[src/rtl/camera_ddr_writer.sv]
// camera_ddr_writer
//   Buffers 64-bit camera pixel words in a show-ahead FIFO and drains them to
//   the DDR write port as fixed-length bursts (command handshake, then data
//   beats). Frame-buffer addresses advance per burst and ping-pong between two
//   buffers across completed frames. The last completed buffer is published on
//   rd_buf_sel for the display side.
// Ports
//   camera_pclk, rst_n         : clock, asynchronous active-low reset
//   frame_start                : 1-cycle start-of-frame pulse
//   ddr_wren, ddr_data_camera  : incoming pixel words (no backpressure)
//   wr_cmd_req/addr/ack        : burst command handshake (byte address)
//   wr_data/valid/ready        : burst data handshake
//   frame_done                 : 1-cycle pulse after the last burst of a frame
//   rd_buf_sel                 : last completed buffer index
//   fifo_overflow              : sticky, word dropped because the FIFO was full
//   frame_overrun              : sticky, word dropped after frame completion
module camera_ddr_writer #(
  parameter int                BURST_LEN   = 8,
  parameter int                FIFO_DEPTH  = 64,
  parameter int                ADDR_W      = 28,
  parameter logic [31:0]       FRAME_BYTES = 32'h180000,
  parameter logic [ADDR_W-1:0] BASE0       = 28'h0000000,
  parameter logic [ADDR_W-1:0] BASE1       = 28'h0200000
) (
  input  logic              camera_pclk,
  input  logic              rst_n,
  input  logic              frame_start,
  input  logic              ddr_wren,
  input  logic [63:0]       ddr_data_camera,
  output logic              wr_cmd_req,
  output logic [ADDR_W-1:0] wr_cmd_addr,
  input  logic              wr_cmd_ack,
  output logic [63:0]       wr_data,
  output logic              wr_data_valid,
  input  logic              wr_data_ready,
  output logic              frame_done,
  output logic              rd_buf_sel,
  output logic              fifo_overflow,
  output logic              frame_overrun
);

  localparam int PTR_W       = $clog2(FIFO_DEPTH);
  localparam int CNT_W       = PTR_W + 1;
  localparam int BEAT_W      = $clog2(BURST_LEN);
  localparam int BURST_BYTES = BURST_LEN * 8;

  typedef enum logic [1:0] {IDLE, CMD, DATA} state_t;

  state_t            state, state_next;
  logic [63:0]       mem [FIFO_DEPTH];
  logic [PTR_W-1:0]  wr_ptr, rd_ptr;
  logic [CNT_W-1:0]  count;
  logic [BEAT_W-1:0] beat_cnt;
  logic [ADDR_W-1:0] addr;
  logic [31:0]       byte_cnt;
  logic              wr_buf;
  logic              frame_complete;
  logic              pending_start;

  logic fifo_full, rd_en, wr_en, apply, accept_ok, last_beat, frame_end, next_buf;

  // frame_start only takes effect in IDLE so a burst in flight always finishes.
  assign apply     = (state == IDLE) && (frame_start || pending_start);
  assign fifo_full = (count == CNT_W'(FIFO_DEPTH));
  assign rd_en     = wr_data_valid && wr_data_ready;
  // The apply cycle clears frame completion, so its word joins the new frame.
  assign accept_ok = !frame_complete || apply;
  // Apply flushes the FIFO, so a word in that cycle always fits.
  assign wr_en     = ddr_wren && accept_ok && (!fifo_full || rd_en || apply);
  assign last_beat = rd_en && (beat_cnt == BEAT_W'(BURST_LEN - 1));
  assign frame_end = last_beat && ((byte_cnt + 32'(BURST_BYTES)) == FRAME_BYTES);
  assign next_buf  = frame_complete ? ~wr_buf : wr_buf;

  assign wr_cmd_req    = (state == CMD);
  assign wr_cmd_addr   = wr_cmd_req ? addr : '0;
  assign wr_data_valid = (state == DATA) && (count != '0);
  assign wr_data       = wr_data_valid ? mem[rd_ptr] : '0;

  always_comb begin
    state_next = state;
    unique case (state)
      IDLE: if (!apply && !frame_complete && (count >= CNT_W'(BURST_LEN)))
              state_next = CMD;
      CMD:  if (wr_cmd_ack) state_next = DATA;
      DATA: if (last_beat) state_next = IDLE;
      default: state_next = IDLE;
    endcase
  end

  // FIFO storage carries no reset; the pointers define what is valid.
  always_ff @(posedge camera_pclk) begin
    if (wr_en) mem[wr_ptr] <= ddr_data_camera;
  end

  always_ff @(posedge camera_pclk or negedge rst_n) begin
    if (!rst_n) begin
      wr_ptr <= '0;
      rd_ptr <= '0;
      count  <= '0;
    end else if (apply) begin
      // Drop the sub-burst residue of the previous frame.
      rd_ptr <= wr_ptr;
      if (wr_en) wr_ptr <= wr_ptr + PTR_W'(1);
      count  <= wr_en ? CNT_W'(1) : '0;
    end else begin
      if (wr_en) wr_ptr <= wr_ptr + PTR_W'(1);
      if (rd_en) rd_ptr <= rd_ptr + PTR_W'(1);
      unique case ({wr_en, rd_en})
        2'b10:   count <= count + CNT_W'(1);
        2'b01:   count <= count - CNT_W'(1);
        default: count <= count;
      endcase
    end
  end

  always_ff @(posedge camera_pclk or negedge rst_n) begin
    if (!rst_n) begin
      state          <= IDLE;
      beat_cnt       <= '0;
      addr           <= BASE0;
      byte_cnt       <= '0;
      wr_buf         <= 1'b0;
      frame_complete <= 1'b0;
      pending_start  <= 1'b0;
      frame_done     <= 1'b0;
      rd_buf_sel     <= 1'b0;
      fifo_overflow  <= 1'b0;
      frame_overrun  <= 1'b0;
    end else begin
      state      <= state_next;
      frame_done <= frame_end;

      if (rd_en) beat_cnt <= last_beat ? '0 : beat_cnt + BEAT_W'(1);

      if (apply)
        pending_start <= 1'b0;
      else if (frame_start)
        pending_start <= 1'b1;

      if (apply) begin
        wr_buf         <= next_buf;
        addr           <= next_buf ? BASE1 : BASE0;
        byte_cnt       <= '0;
        frame_complete <= 1'b0;
      end else if (last_beat) begin
        addr     <= addr + ADDR_W'(BURST_BYTES);
        byte_cnt <= byte_cnt + 32'(BURST_BYTES);
        if (frame_end) begin
          frame_complete <= 1'b1;
          rd_buf_sel     <= wr_buf;
        end
      end

      if (ddr_wren && accept_ok && fifo_full && !rd_en && !apply)
        fifo_overflow <= 1'b1;
      if (ddr_wren && frame_complete && !apply)
        frame_overrun <= 1'b1;
    end
  end

endmodule

[config.mk]
export PLATFORM = sky130hd
export DESIGN_NAME = camera_ddr_writer
export DESIGN_NICKNAME = d
export VERILOG_FILES = /design/src/rtl/camera_ddr_writer.sv
export SDC_FILE = /design/constraint.sdc
export NUM_CORES = 2
export LEC_CHECK = 0
export ABC_AREA = 0
export CORE_ASPECT_RATIO = 1.4
export CORE_UTILIZATION = 62
export DETAILED_ROUTE_END_ITERATION = 8
export PLACE_DENSITY = 0.79
export SKIP_LAST_GASP = 1
export SLEW_MARGIN = 20
export SYNTH_ARGS = -nofsm -noshare
export SYNTH_HDL_FRONTEND = slang
export SYNTH_SLANG_ARGS = --single-unit
[constraint.sdc]
create_clock -name camera_pclk -period 6.5 [get_ports camera_pclk]
set_input_delay 0.975 -clock camera_pclk [delete_from_list [all_inputs] [get_ports camera_pclk]]
set_output_delay 0.975 -clock camera_pclk [all_outputs]
set_load 0.005 [all_outputs]
==> out/metrics.yaml <==
run_status:
  status: "completed"
floorplanning:
  die_y_um: 602.2
  rows: 220
  die_area_sq_mm: 0.2593
  coreArea_sq_mm: 0.2563
  ios: 168
  chipWidth_um: 430.7
  initial_core_util_pct: 62.25
timing:
  hold_violations: 0
  fin_tns_setup_ns: 0
  maxSlewViolCount: 0
  finalCritPeriodShare_pct: 92.99
  max-slew-margin-rel_pct: 18.92
  fin_crit_ns: 6.044
  setup_viol: 0
  finClkSkew_ns: 0.07250
  rsz0062_at_grt: "no"
  tightest_slew_ns: 1.214
  fmax_mhz: 165.5
yosys:
  synth_edf_count: 4096
  synth_cells: 6516
  avgSynthCellArea_sq_um: 24.48
  synth-seq-area-share_pct: 78.35
  ys.flop_type: "edfxtp_1"
  yosysWarnings: 0
  ys_seq_elements: 4175
  ys_types: 67
  synth_area_sq_mm: 0.1595
  synthArstFlopShare_pct: 1.892
cts:
  clock_path_buffers: 4
  holdBufCountCts: 1
  cts-root-buf: "clkbuf_16"
  cts_resized: 0
  postCtsSetupBuffers: 0
  cts_tree: "yes"
  clock-sinks: 4175
  htreeDepth: 5
  cts_buffers: 370
  clk_pin_slew_ns: 0.06
  clk_latency_ns: 0.93
worst_setup_path:
  crit_type: "reg -> out"
  max_stage_delay_ns: 1.04
  crit_chain: "buf_4 -> buf_12 -> buf_12 -> mux4_2 -> mux4_2 -> a22oi_1 -> a21oi_1 -> clkdlybuf4s50_1"
  cp_max_fo: 30
  cp_top_family: "buffers and inverters"
  worstPathArrival_ns: 5.07
  startpoint_type: "register"
  endpoint_kind: "output pin"
  critPathBufInv: 4
  cp.required_ns: 5.52
  crit_slowest_cell: "dfrtp_4"
place:
  hpwl_mm: 219.5
  gp_congestion: 0.7991
  io_buffers: 161
pwr:
  total_leakage_power_nw: 55.79
  total_power_w: 0.07411
  ir_worst_vdd_mv: 0.4011
  power_density_mw_per_mm2: 412.3
route:
  drt-wirelength-per-cell_um: 43.86
  first_pass_iters: 6
  vias_per_cell: 7.492
  wirelength_mm: 471.3
  vias: 80500
  final_antenna_net_count: 0
  route.detailed.drc: 0
  drt_iter0_drc: 13620
run:
  drv_cap: 0
cells_and_area:
  areaGrowthSynthToFinish_pct: 12.67
  fin_nets: 7067
  fillers: 13400
  drive_gt1_share_pct: 30.79
global_route:
  grt_first_pass_wirelength_mm: 650.2
  gr-usage-all-layers_pct: 36.77
  grt_max_degree: 110
  grt_overflow: 0
  antenna_found_initial: 21
  grt_pass1_vias: 83170
min_path:
  hp-class: "in -> async"
-- final timing paths --
path / from / slack (ns) / end / cells after the start
max: rd_ptr[0]$_DFFE_PN0P_ / 0.46 / wr_data[26] / 8
min: rst_n / 0.46 / pending_start$_DFFE_PN0P_ / 2
max reg2reg: state[0]$_DFFE_PN0P_ / 2.25 / mem[13][4]$_DFFE_PP_ / 7
min reg2reg: beat_cnt[2]$_DFFE_PN0P_ / 0.49 / beat_cnt[2]$_DFFE_PN0P_ / 2
max in group asynchronous: rst_n / 4.68 / rd_ptr[2]$_DFFE_PN0P_ / 3
min in group camera_pclk: beat_cnt[2]$_DFFE_PN0P_ / 0.49 / beat_cnt[2]$_DFFE_PN0P_ / 2
-- cell usage in the layout (no fill, tap or decap), drive strengths merged, types with 10 or more instances in the layout --
cell           synthesis  routed
nand4                 21      21
bufinv                 0      44
nor4                  10      10
clkinvlp               0      21
a22oi                128     128
clkinv                 0     139
a21oi                 85      85
dfrtp                 79      79
nor2                 125     125
xor2                  17      17
clkdlybuf4s50          0     122
clkbuf               198     450
buf                  163     334
nor3                  14      14
edfxtp              4096    4096
xnor2                 18      18
mux4                1280    1280
nand3                 40      40
o21ai                 49      49
inv                   11      25
diode                  0      18
and2                  29      29
nand2                 67      67
-- state kept, by name, indices dropped and copies added (netlist names), 2 cells and up --
name and count:
mem 4096, byte_cnt 26, addr 22, count 7, rd_ptr 6, wr_ptr 6
beat_cnt 3, state 2
-- area by class of cell --
class	count	area, sq um	share of cell area (%)
Sequential cell	4175	125000	69.54
Multi-Input combinational cell	1974	33490	18.63
Clock buffer	450	9761	5.431
Timing Repair Buffer	457	4788	2.664
Tap cell	3441	4305	2.395
Clock inverter	218	2312	1.286
Antenna cell	18	45.04	0.02506
Inverter	11	41.29	0.02297
-- routing by layer --
layer | GRT usage, % | share of wire (%) | vias to the layer above
met5 | 0 | 0.014 | -
met4 | 24.53 | 7.8 | 8
met3 | 8.355 | 12 | 1835
met2 | 59.98 | 50 | 7721
met1 | 44.28 | 30 | 41750
li1 | - | - | 29180
-- Yosys cell counts, types with 17 or more instances --
cell type	instances	area share (%)
xnor2_1	18	0.099
xor2_1	17	0.093
nor2_1	124	0.29
buf_2	113	0.35
mux4_2	1280	18
edfxtp_1	4096	77
nand4_1	19	0.075
nand2_1	67	0.16
clkbuf_1	197	0.46
buf_1	38	0.089
dfrtp_1	79	1.2
a22oi_1	128	0.60
a21oi_1	84	0.26
o21ai_0	47	0.15
and2_1	28	0.11
nand3_1	36	0.11
-- kinds of logic after synthesis --
| family | Yosys count | share of synthesized area (%) |
|---|---|---|
| flip-flops | 4175 | 78.35 |
| adder cells (fa/ha/maj) | 8 | 0.06275 |
| other | 1 | 0.002351 |
| AND/OR/NAND/NOR | 342 | 1.096 |
| buffers and inverters | 372 | 0.9954 |
| XOR/XNOR | 35 | 0.1922 |
| multiplexers | 1281 | 18.08 |
| AO/OA/AOI/OAI | 302 | 1.228 |
-- where the power goes --
| part | leakage, nW | switching (W) | internal [W] | total (W) |
|---|---|---|---|---|
| combinational | 12.0 | 0.0107 | 0.00954 | 0.0203 |
| clock | 5.86 | 0.0101 | 0.0125 | 0.0226 |
| sequential | 37.9 | 0.000699 | 0.0306 | 0.0313 |
-- stage by stage --
stage,worst slack (ns),instances,instance area [sq um],utilization (%),hold slack [ns]
3_3_place_gp,1.529,10060,167600,65.39,0.4708
2_1_floorplan,1.138,6521,159500,-,0.4453
4_1_cts,0.4889,10730,179700,70.11,0.4497
5_1_grt,0.3639,10730,179700,70.12,0.4655
3_5_place_dp,1.499,10060,167600,65.40,0.4771
6_report,0.4559,10740,179700,70.14,0.4605
-- worst reg2reg max path: stages, from the launching register on --
cell      delay (ns)
dfrtp_1         0.48
nand3b_1        0.29
a41oi_1         0.40
o21a_1          0.31
and2_1          0.37
nand3b_1        0.70
nor2_4          0.35
buf_4           0.87
No activity file was read; power rests on OpenSTA's default activity.
